==> src/rtl/projectile_arbiter.sv <==
// projectile_arbiter: shared projectile pool for two tanks with round-robin slot allocation and per-frame motion.
// Optional feature macro HIT_DETECT_EN frees bullets that strike the opposing tank and pulses hit1/hit2.
module projectile_arbiter #(
  parameter int NUM_SLOTS = 4,
  parameter int STEP      = 4,
  parameter int TANK_SIZE = 4,
  parameter int X_MIN     = 1,
  parameter int X_MAX     = 639,
  parameter int Y_MIN     = 1,
  parameter int Y_MAX     = 479,
  parameter int COOLDOWN  = 15
) (
  input  logic                   frame_clk,
  input  logic                   Reset_n,
  input  logic                   fire_req1,
  input  logic                   fire_req2,
  input  logic [9:0]             tank1_x,
  input  logic [9:0]             tank1_y,
  input  logic [9:0]             tank2_x,
  input  logic [9:0]             tank2_y,
  input  logic [1:0]             tank1_dir,
  input  logic [1:0]             tank2_dir,
  output logic                   fire_ack1,
  output logic                   fire_ack2,
  output logic [NUM_SLOTS-1:0]   slot_valid,
  output logic [10*NUM_SLOTS-1:0] slot_x,
  output logic [10*NUM_SLOTS-1:0] slot_y,
  output logic [NUM_SLOTS-1:0]   slot_owner,
  output logic                   hit1,
  output logic                   hit2
);
  localparam int CW = (COOLDOWN < 2) ? 1 : $clog2(COOLDOWN + 1);
  localparam int SW = $clog2(NUM_SLOTS);
  localparam logic [11:0] OFF        = 12'(TANK_SIZE + 1);
  localparam logic [11:0] XLO        = 12'(X_MIN);
  localparam logic [11:0] XHI        = 12'(X_MAX);
  localparam logic [11:0] YLO        = 12'(Y_MIN);
  localparam logic [11:0] YHI        = 12'(Y_MAX);
  localparam logic [11:0] LEFT_EXIT  = 12'(X_MIN + STEP);
  localparam logic [11:0] RIGHT_EXIT = 12'(X_MAX - STEP);
  localparam logic [11:0] UP_EXIT    = 12'(Y_MIN + STEP);
  localparam logic [11:0] DOWN_EXIT  = 12'(Y_MAX - STEP);
  localparam logic [9:0]  STEP10     = 10'(STEP);

  typedef enum logic [1:0] {DIR_LEFT = 2'b00, DIR_RIGHT = 2'b01, DIR_DOWN = 2'b10, DIR_UP = 2'b11} dir_t;
  typedef struct packed { logic ok; logic [9:0] x; logic [9:0] y; } spawn_t;

  // 12-bit working width so neither the offset nor the bounds compare can wrap.
  function automatic spawn_t spawn_calc(input logic [9:0] x, input logic [9:0] y, input logic [1:0] dir);
    spawn_t s;
    logic [11:0] sx, sy;
    logic ok;
    sx = {2'b00, x};
    sy = {2'b00, y};
    ok = 1'b1;
    case (dir_t'(dir))
      DIR_LEFT:  if (sx >= OFF) sx = sx - OFF; else ok = 1'b0;
      DIR_RIGHT: sx = sx + OFF;
      DIR_DOWN:  sy = sy + OFF;
      default:   if (sy >= OFF) sy = sy - OFF; else ok = 1'b0;
    endcase
    s.ok = ok && (sx >= XLO) && (sx <= XHI) && (sy >= YLO) && (sy <= YHI);
    s.x  = sx[9:0];
    s.y  = sy[9:0];
    return s;
  endfunction

`ifdef HIT_DETECT_EN
  localparam logic [11:0] TS12 = 12'(TANK_SIZE);

  function automatic logic near(input logic [9:0] bx, input logic [9:0] by,
                                input logic [9:0] tx, input logic [9:0] ty);
    return ({2'b00, bx} + TS12 >= {2'b00, tx}) && ({2'b00, bx} <= {2'b00, tx} + TS12) &&
           ({2'b00, by} + TS12 >= {2'b00, ty}) && ({2'b00, by} <= {2'b00, ty} + TS12);
  endfunction

  logic hit1_next, hit2_next;
`endif

  logic req_prev1, req_prev2, pending1, pending2, rr_ptr;
  logic [CW-1:0] cool1, cool2;
  logic [2*NUM_SLOTS-1:0] slot_dir;

  logic rise1, rise2, elig1, elig2, go1, go2, drop1, drop2;
  logic grant1, grant2, have1, have2, rr_next, struck;
  logic pending1_next, pending2_next;
  logic [CW-1:0] cool1_next, cool2_next;
  logic [SW-1:0] idx_a, idx_b, idx2;
  logic [11:0] cx, cy;
  spawn_t sp1, sp2;
  logic [NUM_SLOTS-1:0] valid_next, owner_next;
  logic [10*NUM_SLOTS-1:0] x_next, y_next;
  logic [2*NUM_SLOTS-1:0] dir_next;

  always_comb begin
    rise1 = fire_req1 & ~req_prev1;
    rise2 = fire_req2 & ~req_prev2;
    sp1   = spawn_calc(tank1_x, tank1_y, tank1_dir);
    sp2   = spawn_calc(tank2_x, tank2_y, tank2_dir);
    elig1 = pending1 && (cool1 == '0);
    elig2 = pending2 && (cool2 == '0);
    go1   = elig1 && sp1.ok;
    go2   = elig2 && sp2.ok;
    drop1 = elig1 && !sp1.ok;
    drop2 = elig2 && !sp2.ok;

    // Only slots idle at the start of this frame are candidates; exits this frame free up next frame.
    have1 = 1'b0;
    have2 = 1'b0;
    idx_a = '0;
    idx_b = '0;
    for (int i = 0; i < NUM_SLOTS; i++) begin
      if (!slot_valid[i]) begin
        if (!have1) begin
          have1 = 1'b1;
          idx_a = SW'(i);
        end else if (!have2) begin
          have2 = 1'b1;
          idx_b = SW'(i);
        end
      end
    end

    grant1  = 1'b0;
    grant2  = 1'b0;
    idx2    = idx_a;
    rr_next = rr_ptr;
    if (go1 && go2) begin
      if (have2) begin
        grant1 = 1'b1;
        grant2 = 1'b1;
        idx2   = idx_b;
      end else if (have1) begin
        grant1  = ~rr_ptr;
        grant2  = rr_ptr;
        rr_next = ~rr_ptr;
      end
    end else begin
      grant1 = go1 && have1;
      grant2 = go2 && have1;
    end

    pending1_next = rise1 | (pending1 & ~grant1 & ~drop1);
    pending2_next = rise2 | (pending2 & ~grant2 & ~drop2);
    cool1_next    = grant1 ? CW'(COOLDOWN) : ((cool1 != '0) ? cool1 - CW'(1) : '0);
    cool2_next    = grant2 ? CW'(COOLDOWN) : ((cool2 != '0) ? cool2 - CW'(1) : '0);

    valid_next = slot_valid;
    owner_next = slot_owner;
    x_next     = slot_x;
    y_next     = slot_y;
    dir_next   = slot_dir;
    cx         = '0;
    cy         = '0;
    struck     = 1'b0;
`ifdef HIT_DETECT_EN
    hit1_next  = 1'b0;
    hit2_next  = 1'b0;
`endif
    for (int i = 0; i < NUM_SLOTS; i++) begin
      cx     = {2'b00, slot_x[10*i +: 10]};
      cy     = {2'b00, slot_y[10*i +: 10]};
      struck = 1'b0;
`ifdef HIT_DETECT_EN
      if (slot_valid[i]) begin
        if (slot_owner[i]) begin
          struck    = near(slot_x[10*i +: 10], slot_y[10*i +: 10], tank1_x, tank1_y);
          hit1_next = hit1_next | struck;
        end else begin
          struck    = near(slot_x[10*i +: 10], slot_y[10*i +: 10], tank2_x, tank2_y);
          hit2_next = hit2_next | struck;
        end
      end
`endif
      if (slot_valid[i]) begin
        if (struck) begin
          valid_next[i] = 1'b0;
        end else begin
          case (dir_t'(slot_dir[2*i +: 2]))
            DIR_LEFT:  if (cx < LEFT_EXIT)  valid_next[i] = 1'b0; else x_next[10*i +: 10] = slot_x[10*i +: 10] - STEP10;
            DIR_RIGHT: if (cx > RIGHT_EXIT) valid_next[i] = 1'b0; else x_next[10*i +: 10] = slot_x[10*i +: 10] + STEP10;
            DIR_DOWN:  if (cy > DOWN_EXIT)  valid_next[i] = 1'b0; else y_next[10*i +: 10] = slot_y[10*i +: 10] + STEP10;
            default:   if (cy < UP_EXIT)    valid_next[i] = 1'b0; else y_next[10*i +: 10] = slot_y[10*i +: 10] - STEP10;
          endcase
        end
      end
      if (grant1 && (idx_a == SW'(i))) begin
        valid_next[i]        = 1'b1;
        owner_next[i]        = 1'b0;
        x_next[10*i +: 10]   = sp1.x;
        y_next[10*i +: 10]   = sp1.y;
        dir_next[2*i +: 2]   = tank1_dir;
      end
      if (grant2 && (idx2 == SW'(i))) begin
        valid_next[i]        = 1'b1;
        owner_next[i]        = 1'b1;
        x_next[10*i +: 10]   = sp2.x;
        y_next[10*i +: 10]   = sp2.y;
        dir_next[2*i +: 2]   = tank2_dir;
      end
    end
  end

  always_ff @(posedge frame_clk or negedge Reset_n) begin
    if (!Reset_n) begin
      req_prev1  <= 1'b0;
      req_prev2  <= 1'b0;
      pending1   <= 1'b0;
      pending2   <= 1'b0;
      cool1      <= '0;
      cool2      <= '0;
      rr_ptr     <= 1'b0;
      fire_ack1  <= 1'b0;
      fire_ack2  <= 1'b0;
      slot_valid <= '0;
      slot_owner <= '0;
      slot_x     <= '0;
      slot_y     <= '0;
      slot_dir   <= '0;
    end else begin
      req_prev1  <= fire_req1;
      req_prev2  <= fire_req2;
      pending1   <= pending1_next;
      pending2   <= pending2_next;
      cool1      <= cool1_next;
      cool2      <= cool2_next;
      rr_ptr     <= rr_next;
      fire_ack1  <= grant1;
      fire_ack2  <= grant2;
      slot_valid <= valid_next;
      slot_owner <= owner_next;
      slot_x     <= x_next;
      slot_y     <= y_next;
      slot_dir   <= dir_next;
    end
  end

`ifdef HIT_DETECT_EN
  always_ff @(posedge frame_clk or negedge Reset_n) begin
    if (!Reset_n) begin
      hit1 <= 1'b0;
      hit2 <= 1'b0;
    end else begin
      hit1 <= hit1_next;
      hit2 <= hit2_next;
    end
  end
`else
  assign hit1 = 1'b0;
  assign hit2 = 1'b0;
`endif

endmodule
==> config.mk <==
export PLATFORM = sky130hd
export DESIGN_NAME = projectile_arbiter
export DESIGN_NICKNAME = d
export VERILOG_FILES = /design/src/rtl/projectile_arbiter.sv
export SDC_FILE = /design/constraint.sdc
export NUM_CORES = 1
export LEC_CHECK = 0
export ABC_CLOCK_PERIOD_IN_PS = 4320
export BUFFER_PORTS_ARGS = -buffer_cell sky130_fd_sc_hd__buf_2
export CAP_MARGIN = 20
export CELL_PAD_IN_SITES_DETAIL_PLACEMENT = 1
export CELL_PAD_IN_SITES_GLOBAL_PLACEMENT = 2
export CORE_UTILIZATION = 36
export DETAILED_ROUTE_END_ITERATION = 16
export PLACE_DENSITY = 0.8
export SETUP_SLACK_MARGIN = 0.02
export SLEW_MARGIN = 20
export SYNTH_ARGS = -nofsm -noshare
export SYNTH_HDL_FRONTEND = slang
export SYNTH_SLANG_ARGS = --single-unit
==> constraint.sdc <==
create_clock -name frame_clk -period 4.32 [get_ports frame_clk]
set_clock_uncertainty 0.15 [all_clocks]
set_input_delay 0.648 -clock frame_clk [delete_from_list [all_inputs] [get_ports frame_clk]]
set_output_delay 0.648 -clock frame_clk [all_outputs]
set_load 0.01 [all_outputs]
Word-level counts from Yosys, hierarchy flattened --
Index checks and enable logic that the tools add are counted. W data, S select, Z words.
Cells by class: reduce and logical (&&, ||, !) cells 68, bitwise operators 16, multiplexer cells 145, add/subtract/negate cells 26, equal/unequal tests 38, magnitude comparators 28
Operators by type and width (number):
- $mux W10 | 40
- $pmux W10 S2 | 8
- $pmux W12 S2 | 4
- $add A10 B3 Y10 const B | 8
- $lt A10 B3 Y1 const B | 8
- $sub A10 B3 Y10 const B | 8
- $mux W1 | 59
- $ge A12 B1 Y1 const B | 4
- $mux W12 | 4
- $ne A4 B4 Y1 const B | 12
- $add A10 B3 Y11 const B | 4
- $sub A10 B3 Y11 const B | 4
- $ge A10 B3 Y1 const B | 4
- $gt A10 B10 Y1 const B | 4
- $gt A10 B9 Y1 const B | 4
- $mux W2 | 20
- $reduce_and A4 Y1 | 8
- $logic_and A1 B1 Y1 | 25
- $le A12 B10 Y1 const B | 2
- $le A12 B9 Y1 const B | 2
- $reduce_bool A4 Y1 | 6
- $eq A2 B2 Y1 const B | 10
- $eq A2 B1 Y1 const B | 8
- $logic_not A2 Y1 | 8
- 15 further kinds | 57
Storage, ports and cells: output and inout bits 92, bits in registers 111, bits of input ports 48

Longest topological paths before layout --
Gate-level depths: netlist (run 1).
depth in word-level cells 15, gate-level depth with buffers 19, gate-level depth less buffers 16

Worst setup path before layout (run 1) --
No wires, ideal clock.
kind input port to flip-flop, start point in tank1_y[5], end point reg slot_y[15], stages 15, setup slack -0.265 ns, data arrival time 4.307 ns, setup time 0.128 ns, cells stage by stage clkbuf_1 -> or4_1 -> buf_2 -> nor4b_1 -> mux2_2 -> a221oi_1 -> o21ai_0 -> a211o_1 -> nor3b_1 -> nor2_1 -> nor3_2 -> nand2_2 -> nor3b_4 -> buf_6 -> mux2_1
On the way: word-level cells in the longest chain between the ends 14, elaborated cells on any way between the ends 29
Ends and longest elaborated chain:
- from (decl) | line 18 | input logic [9:0] tank1_y,
- branches (longest 14 deep; another with $ge A12 B1 Y1)
- to (signal assigned) | line 233 | slot_y <= y_next;
- to (decl) | line 27 | output logic [10*NUM_SLOTS-1:0] slot_y,
Several ways; the timed one is not identified. A chain may end at the register's enable or synchronous reset.

Final worst setup path (run 1) --
start point in tank1_y[4], end point reg slot_dir[5]
On the way: word-level cells in the longest chain between the ends 13, elaborated cells on any way between the ends 24
Ends and longest elaborated chain:
- branches (longest 6 deep; another with $ge A12 B1 Y1)
- $logic_and A1 B1 Y1 (*) | line 62 | s.ok = ok && (sx >= XLO) && (sx <= XHI) && (sy >= YLO) && (sy <= YHI);
- $logic_and A1 B1 Y1 (*) | line 102 | go1 = elig1 && sp1.ok;
- $logic_and A1 B1 Y1 | line 128 | if (go1 && go2) begin
- $mux W2 | line 128
- $eq A2 B2 Y1 | line 194 | if (grant2 && (idx2 == SW'(i))) begin
- $logic_and A1 B1 Y1 | line 194
- $mux W2 / $reduce_bool A2 Y1 (equally long branches)
- to (signal assigned) | line 234 | slot_dir <= dir_next;
- to (decl) | line 82 | logic [2*NUM_SLOTS-1:0] slot_dir;
Every way passes the cells marked *.

==> flow_summary.toml, run 1 <==
[run_status]
status = "finished with violations"
violations_in_the_final_reports = "setup timing"

[power_and_ir_drop]
power_density_nw_per_um2 = 538
ir_worst_vdd_uv = 243
leakagePower_nw = 7.39

[routing]
detailed_router_s_first_iteration_violation_count = 879
route.final.wire_length_um = 49300
via_count = 12600
drcViolationCount = 0
detail_route.wl_per_cell_um = 22.8
viasPerCell = 5.84
detailedRoute.firstPassIterationCount = 5
final_ant_viol_nets = 0

[synth]
ys_top_cells_by_area = "dfrtp_1 24%, mux2i_1 8.6%, ha_1 7.8%"
synth_top_area_share_pct = 24.3
post_synth_and_or_nand_nor_area_fraction_pct = 19.2
synth_area_sq_um = 11400
synthArstFlopShare_pct = 100
yosys_warning_total = 0
syn-mean-instance-area_sq_um = 8.39
synth_enable_flop_cells = 0
synth_compound_gate_area_share_pct = 22.6
largest_family_of_logic_cells_by_synthesized_area = "compound AO/OA/AOI/OAI gates"
synth_mux_area_share_pct = 14.2
postSynthCellCount = 1360
synth_fa_ha_area_share_pct = 9.19
synth_flop_cell = "dfrtp_1"
synth-seq-area-share_pct = 24.3
yosys.cell_types.count = 100
yosys.area.top_type = "dfrtp_1"
ys_seq_elements = 111
synth_xor_area_share_pct = 5.53

[floorplan]
top_level_ports = 140
core_area_sq_um = 30900
fp.dieH_um = 180
die_area_sq_um = 32400
horizontal_die_dimension_um = 180
num_rows = 64
floorplan.initialDensity_pct = 36.9

[global_routing]
pin_count_of_the_biggest_net_entering_global_routing = 61
total_congestion_overflow_after_global_routing = 0
number_of_global_route_vias_before_repair = 12700
grt_usage_pct = 28.7
grt_antenna_before_repair = 0
first_pass_grt_wire_length_um = 73300

[clock_tree]
worst_setup_hold_path_clk_slew_ns = 0.08
tritoncts.num_buffers = 9
clock_latency_ns = 0.37
htree_levels = 3
ctsRootBufferMaster = "clkbuf_16"
tritoncts = "yes"
ctsLongestPathBuffers = 2
cts.sink_count = 111

[worst_setup_path]
critical_path.endpoint_type = "register"
timing.setup.critical_path_class = "primary input to register"
reg2reg_depth = 13
regToRegEndpoint = "slot_dir[5]"
cp_data_arrival_time_ns = 4.51
worstSetupStartpointType = "primary input"
worst-r2r-setup-slack_ns = 0.63
cp_max_fo = 6
worst_ep_required_time_ns = 4.42
r2r_start = "cool1[0]"

[placed_design]
detailedPlacementHpwl_um = 36500
gp_congestion = 0.927
buffer_ports.inserted = 137
numPlacedInstances = 2121

[timing]
final_min_period_over_clock_period_pct = 102
timing.max_slew.rel_slack_pct = 33.0
rsz0062_at_grt = "yes"
hold_viol_final = 0
period_minus_slack_ns = 4.41
timing_worst_slew_pin_value_ns = 0.980
report.final.setup_viol = 27
peak_clock_frequency_supported_by_timing_mhz = 227
timing.final.ws_setup_ns = -0.0947
timing.final.max_slew_violations = 0

[layout]
final_layout_size_suffix_gt1_share_pct = 36.3
final_design_utilization_pct = 51.6
finish.cell_count_without_fillers = 2166
layout-area-overhead-vs-synth_pct = 39.7
diodes = 0
nets = 1892

[hold_path]
holdCritPathClass = "primary input to asynchronous set/reset pin"

[flow_run]
max_cap_violations = 0
-- state kept, by name, indices dropped and copies added (netlist names), 4 cells and up --
signal / flops
slot_dir: 8
slot_owner: 4
slot_y: 40
slot_x: 40
cool2: 4
cool1: 4
slot_valid: 4
-- cell families after synthesis --
logic type	Yosys count
compound gates	386
xor+xnor	72
fa+ha+maj	79
buf+inv	127
flops	111
mux	154
other cells	1
simple gates	430
-- layout make-up --
class | instances | area, sq um
Clock inverter | 5 | 50.0
Clock buffer | 11 | 253
Multi-Input combinational cell | 1123 | 8610
Sequential cell | 111 | 2780
Tap cell | 396 | 495
Inverter | 55 | 206
Fill cell | 3683 | 15000
Timing Repair Buffer | 465 | 3550
-- where the power goes --
| part | internal, mW | total [mW] | switching, mW | leakage [nW] |
|---|---|---|---|---|
| sequential | 1.46 | 2.19 | 0.729 | 1.35 |
| clock | 0.436 | 0.889 | 0.453 | 0.151 |
| combinational | 2.60 | 5.49 | 2.89 | 5.89 |
| total | 4.50 | 8.57 | 4.07 | 7.39 |
-- layer usage --
layer / track usage (%) / part of all wire, %
met3: 2.85 / 4.9
met5: 0 / 0
met1: 38.6 / 44
met2: 48.1 / 47
met4: 9.50 / 3.9
-- cells in the mapped netlist (5+ instances only) --
cell type and number:
nand2_1 122, dfrtp_1 111, nor2_1 99, mux2i_1 98
a21oi_1 92, o21ai_0 79, ha_1 71, inv_1 54
mux2_2 51, clkbuf_1 45, nor3_1 43, xnor2_1 43
a21o_1 35, nand3_1 34, xor2_1 29, nor4_1 25
nand2b_1 17, o21bai_1 17, a211oi_1 15, a31oi_1 15
buf_2 13, o211ai_1 13, nand4_1 12, nor2b_1 12
o31ai_1 12, o21ai_1 11, or4_1 10, and3_1 8
fa_1 8, buf_4 7, o21a_1 7, a221oi_1 6
nand3b_1 6, o41ai_1 6, a211o_1 5, a21boi_0 5
a22o_1 5, and2_1 5, buf_6 5
-- worst max-delay path, cell delays in order --
cell and delay, ns:
buf_6 0.09, or4_4 0.61, o41ai_4 0.39, buf_4 0.19, a21boi_4 0.18, a211o_2 0.17, and4b_1 0.21, nand3_2 0.11
or3b_4 0.44, o221a_1 0.26, o21ai_4 0.27, buf_6 0.15, nand4bb_4 0.15, buf_12 0.18, and2_4 0.15, a221o_1 0.30
-- stage by stage --
step / setup slack (ns) / setup TNS [ns] / area (sq um) / power (mW) / hold WS (ns)
3_5_place_dp: -0.599 / -45.63 / 14700 / 7.38 / 0.266
4_1_cts: 0.0237 / 0 / 15200 / 8.33 / 0.248
6_report: -0.0947 / -0.634 / 15900 / 8.57 / 0.208
5_1_grt: -0.187 / -7.88 / 15900 / 9.25 / 0.250
2_1_floorplan: -0.180 / -3.22 / 11500 / 5.58 / 0.202
3_3_place_gp: -0.451 / -33.64 / 14700 / 7.14 / 0.254
-- what timing repair did --
action                     4_1_cts  5_1_grt
setup endpoints to repair       96       97
pin swaps                        7       17
hold buffers                     0        0
gates resized for setup         17      111
gates cloned                     1        7
buffers inserted                 8       13
-- cells in the final DEF, fill, tap and decap left out, types with 11 or more instances in the layout --
cell,count
nand2_1,113
nor4_1,21
a21o_1,35
buf_6,12
nor2b_1,12
nand4_1,12
inv_1,54
buf_2,134
buf_12,13
nand3_1,33
nor3_1,40
mux2_2,44
a31oi_1,14
dfrtp_1,111
a21oi_1,90
nand2b_1,16
mux2_4,11
ha_1,66
xnor2_1,43
mux2i_1,97
clkbuf_16,16
a211oi_1,13
o211ai_1,13
o21bai_1,17
o21ai_1,11
nor2_1,96
o31ai_1,11
xor2_1,29
o21ai_0,64
o21ai_2,14
buf_4,292
-- how the worst max path moves through the flow --
stage	startpoint	end	slack, ns	cells past startpoint
2_1_floorplan	tank1_y[5]	slot_x[38]	-0.18	15
3_3_place_gp	tank1_dir[0]	slot_y[36]	-0.45	16
3_5_place_dp	tank1_dir[1]	slot_y[34]	-0.60	16
4_1_cts	tank2_y[1]	slot_dir[6]	0.02	20
5_1_grt	tank1_y[4]	slot_dir[5]	-0.19	16
6_report	tank1_y[4]	slot_dir[5]	-0.09	16
Power figures use the tool's default switching activity.
==> inputs of run 2 (changes only) <==
--- a/config.mk
+++ b/config.mk
@@ -5,14 +5,15 @@
 export SDC_FILE = /design/constraint.sdc
 export NUM_CORES = 1
 export LEC_CHECK = 0
+export ABC_AREA = 1
 export ABC_CLOCK_PERIOD_IN_PS = 4320
 export BUFFER_PORTS_ARGS = -buffer_cell sky130_fd_sc_hd__buf_2
 export CAP_MARGIN = 20
 export CELL_PAD_IN_SITES_DETAIL_PLACEMENT = 1
-export CELL_PAD_IN_SITES_GLOBAL_PLACEMENT = 2
-export CORE_UTILIZATION = 36
+export CELL_PAD_IN_SITES_GLOBAL_PLACEMENT = 1
+export CORE_UTILIZATION = 43
 export DETAILED_ROUTE_END_ITERATION = 16
-export PLACE_DENSITY = 0.8
+export PLACE_DENSITY = 0.81
 export SETUP_SLACK_MARGIN = 0.02
 export SLEW_MARGIN = 20
 export SYNTH_ARGS = -nofsm -noshare
==> flow_summary.toml, run 2 <==
[synth]
postSynthCellCount = 1949
yosys.cell_types.count = 47
synth_flop_cell = "dfrtp_1"
ys_seq_elements = 111
ys_top_cells_by_area = "dfrtp_1 23%, nand2_1 18%, nand3_1 13%"
synth_mux_area_share_pct = 0
synth_enable_flop_cells = 0
post_synth_and_or_nand_nor_area_fraction_pct = 44.5
synth-seq-area-share_pct = 22.7
yosys_warning_total = 0
synth_area_sq_um = 12200
synth_fa_ha_area_share_pct = 8.57
synthArstFlopShare_pct = 100
synth_xor_area_share_pct = 4.94
synth_most_common_cell = "nand2_1"
largest_family_of_logic_cells_by_synthesized_area = "simple AND/OR/NAND/NOR gates"
syn-mean-instance-area_sq_um = 6.28
synth_compound_gate_area_share_pct = 9.40
yosys.area.top_type = "dfrtp_1"
synth_top_area_share_pct = 22.7
synth_commonest_cells = "599 x nand2_1, 320 x nand3_1, 178 x inv_1, 149 x nor2_1, 111 x dfrtp_1"

[worst_setup_path]
cp_data_arrival_time_ns = 4.11
timing.critical_path.slowest_stage_cell = "ha_1"
critPathMostFrequentCell = "nand2_1"
critical_path.endpoint_type = "register"
worst_ep_required_time_ns = 4.43
worst_path_largest_cell_delay_ns = 0.30
reg2reg_depth = 14
crit_path_cell_trace = "buf_2 > inv_1 > ha_1 > nor2_2 > o22ai_1 > nand2_1 > nand2_1 > inv_1 > nand2_1 > nand2_1 > nand2_1 > nor2_4 > nand3_4 > nor2_8 > nand3_1 > nand2_2 > buf_4 > nand2_2 > nand2_1 > nand3_1 > nand3_1 > nand2_1"
r2r_start = "slot_valid[0]"
critical_path.endpoint = "slot_y[27]"
timing.setup.critical_path_class = "primary input to register"
regToRegEndpoint = "slot_y[27]"
worstSetupStartpointType = "primary input"
worst-r2r-setup-slack_ns = 1.15
crit_path_start = "tank2_dir[1]"
cp_max_fo = 25

[layout]
filler_cell_count = 3912
final_layout_size_suffix_gt1_share_pct = 15.1
layout-area-overhead-vs-synth_pct = 14.1
mostFrequentLayoutCells = "599 x nand2_1, 320 x nand3_1, 178 x inv_1"
regs_by_ff_count = "slot_x (40), slot_y (40), slot_dir (8)"
finalInstanceArea_sq_um = 14000
final_design_utilization_pct = 50.1
nets = 2226
layout_commonest_cell = "nand2_1"
diodes = 0

[global_routing]
first_pass_grt_wire_length_um = 75000
total_congestion_overflow_after_global_routing = 0
pin_count_of_the_biggest_net_entering_global_routing = 51
grt_usage_pct = 33.1
grt_antenna_before_repair = 0
number_of_global_route_vias_before_repair = 14100

[timing]
hold_viol_final = 0
period_minus_slack_ns = 4.00
timing_worst_slew_pin_value_ns = 0.786
timing.final.max_slew_violations = 0
fin_setup_tns_ns = 0
timing.max_slew.rel_slack_pct = 47.5
final_min_period_over_clock_period_pct = 92.6
report.final.setup_viol = 0
peak_clock_frequency_supported_by_timing_mhz = 250
rsz0062_at_grt = "no"

[clock_tree]
htree_levels = 3
ctsLongestPathBuffers = 2
clock_latency_ns = 0.37
cts.sink_count = 111
ctsRootBufferMaster = "clkbuf_16"
tritoncts.num_buffers = 9
tritoncts = "yes"
worst_setup_hold_path_clk_slew_ns = 0.09

[floorplan]
fp.dieH_um = 171
num_rows = 61
floorplan.initialDensity_pct = 43.9
horizontal_die_dimension_um = 171
top_level_ports = 140
die_area_sq_um = 29100
core_area_sq_um = 27900

[power_and_ir_drop]
ir_worst_vdd_uv = 301
power_density_nw_per_um2 = 581
leakagePower_nw = 7.62

[routing]
viasPerCell = 5.67
final_ant_viol_nets = 0
detailed_router_s_first_iteration_violation_count = 970
route.final.wire_length_um = 47300
drcViolationCount = 0
via_count = 14100
detailedRoute.firstPassIterationCount = 5
detail_route.wl_per_cell_um = 19.1

[placed_design]
detailed_place.area_sq_um = 13600
buffer_ports.inserted = 137
gp_congestion = 0.919
detailedPlacementHpwl_um = 37400

[flow_run]
max_cap_violations = 0

[run_status]
status = "finished clean"

[hold_path]
holdCritPathClass = "primary input to asynchronous set/reset pin"
-- run 2: kinds of logic (layout without fill, tap and decap cells) --
logic type / Yosys count / count (layout)
AND/OR/NAND/NOR: 1208 / 1208
buffers and inverters: 278 / 432
AO/OA/AOI/OAI: 203 / 203
flip-flops: 111 / 111
adder cells (fa/ha/maj): 79 / 79
XOR/XNOR: 69 / 69
other: 1 / 2
-- run 2: worst min path at each step --
stage | startpoint | endpoint | slack (ns) | cells past startpoint
floorplan | Reset_n | cool1[0] | 0.20 | 0
global placement | req_prev1 | pending1 | 0.26 | 1
global route | Reset_n | slot_y[7] | 0.23 | 1
finish | Reset_n | slot_y[7] | 0.17 | 1
detailed placement | req_prev2 | pending2 | 0.28 | 1
CTS | Reset_n | slot_y[7] | 0.20 | 1
-- run 2: worst max-delay path: cells and delay by family --
family                     cells  cell delay, ns
and+or+nand+nor               16            2.18
AOI/OAI and AO/OA              1            0.12
adders and majority gates      1            0.30
buffers and inverters          4            0.83
-- run 2: what timing repair did --
item | in CTS | in global routing
resized for setup | 0 | 1
buffers inserted | 0 | 0
hold endpoints to repair | 0 | 0
hold buffers | 0 | 0
setup endpoints to repair | 0 | 2
-- run 2: layer usage --
metal  part of all wire (%)  up-vias  global-route usage (%)
met5                      0        -                       0
met4                    3.9        0                    13.2
met3                    6.0       98                    4.12
met2                     47      400                    55.1
met1                     43     6860                    43.4
li1                       -     6719                       -
-- run 2: per-stage QoR --
stage | worst slack [ns] | hold WS (ns) | instances | power (mW)
5_1_grt | 0.0955 | 0.225 | 2482 | 8.91
4_1_cts | 0.328 | 0.203 | 2482 | 8.11
2_1_floorplan | 1.04 | 0.202 | 1950 | 5.46
3_5_place_dp | -0.0333 | 0.279 | 2466 | 7.11
6_report | 0.322 | 0.170 | 2482 | 8.11
3_3_place_gp | 0.137 | 0.256 | 2466 | 6.82
-- run 2: cell type report --
cell class,count,area [sq um],share of cell area (%)
Tap cell,378,473,3.39
Clock buffer,9,225,1.61
Timing Repair Buffer,207,1330,9.51
Clock inverter,7,103,0.735
Sequential cell,111,2780,19.9
Inverter,209,790,5.66
Multi-Input combinational cell,1561,8260,59.2
-- run 2: power breakdown --
part           switching (mW)  internal, mW
clock network           0.447         0.519
registers               0.524          1.40
logic                    3.24          1.97
total                    4.21          3.90
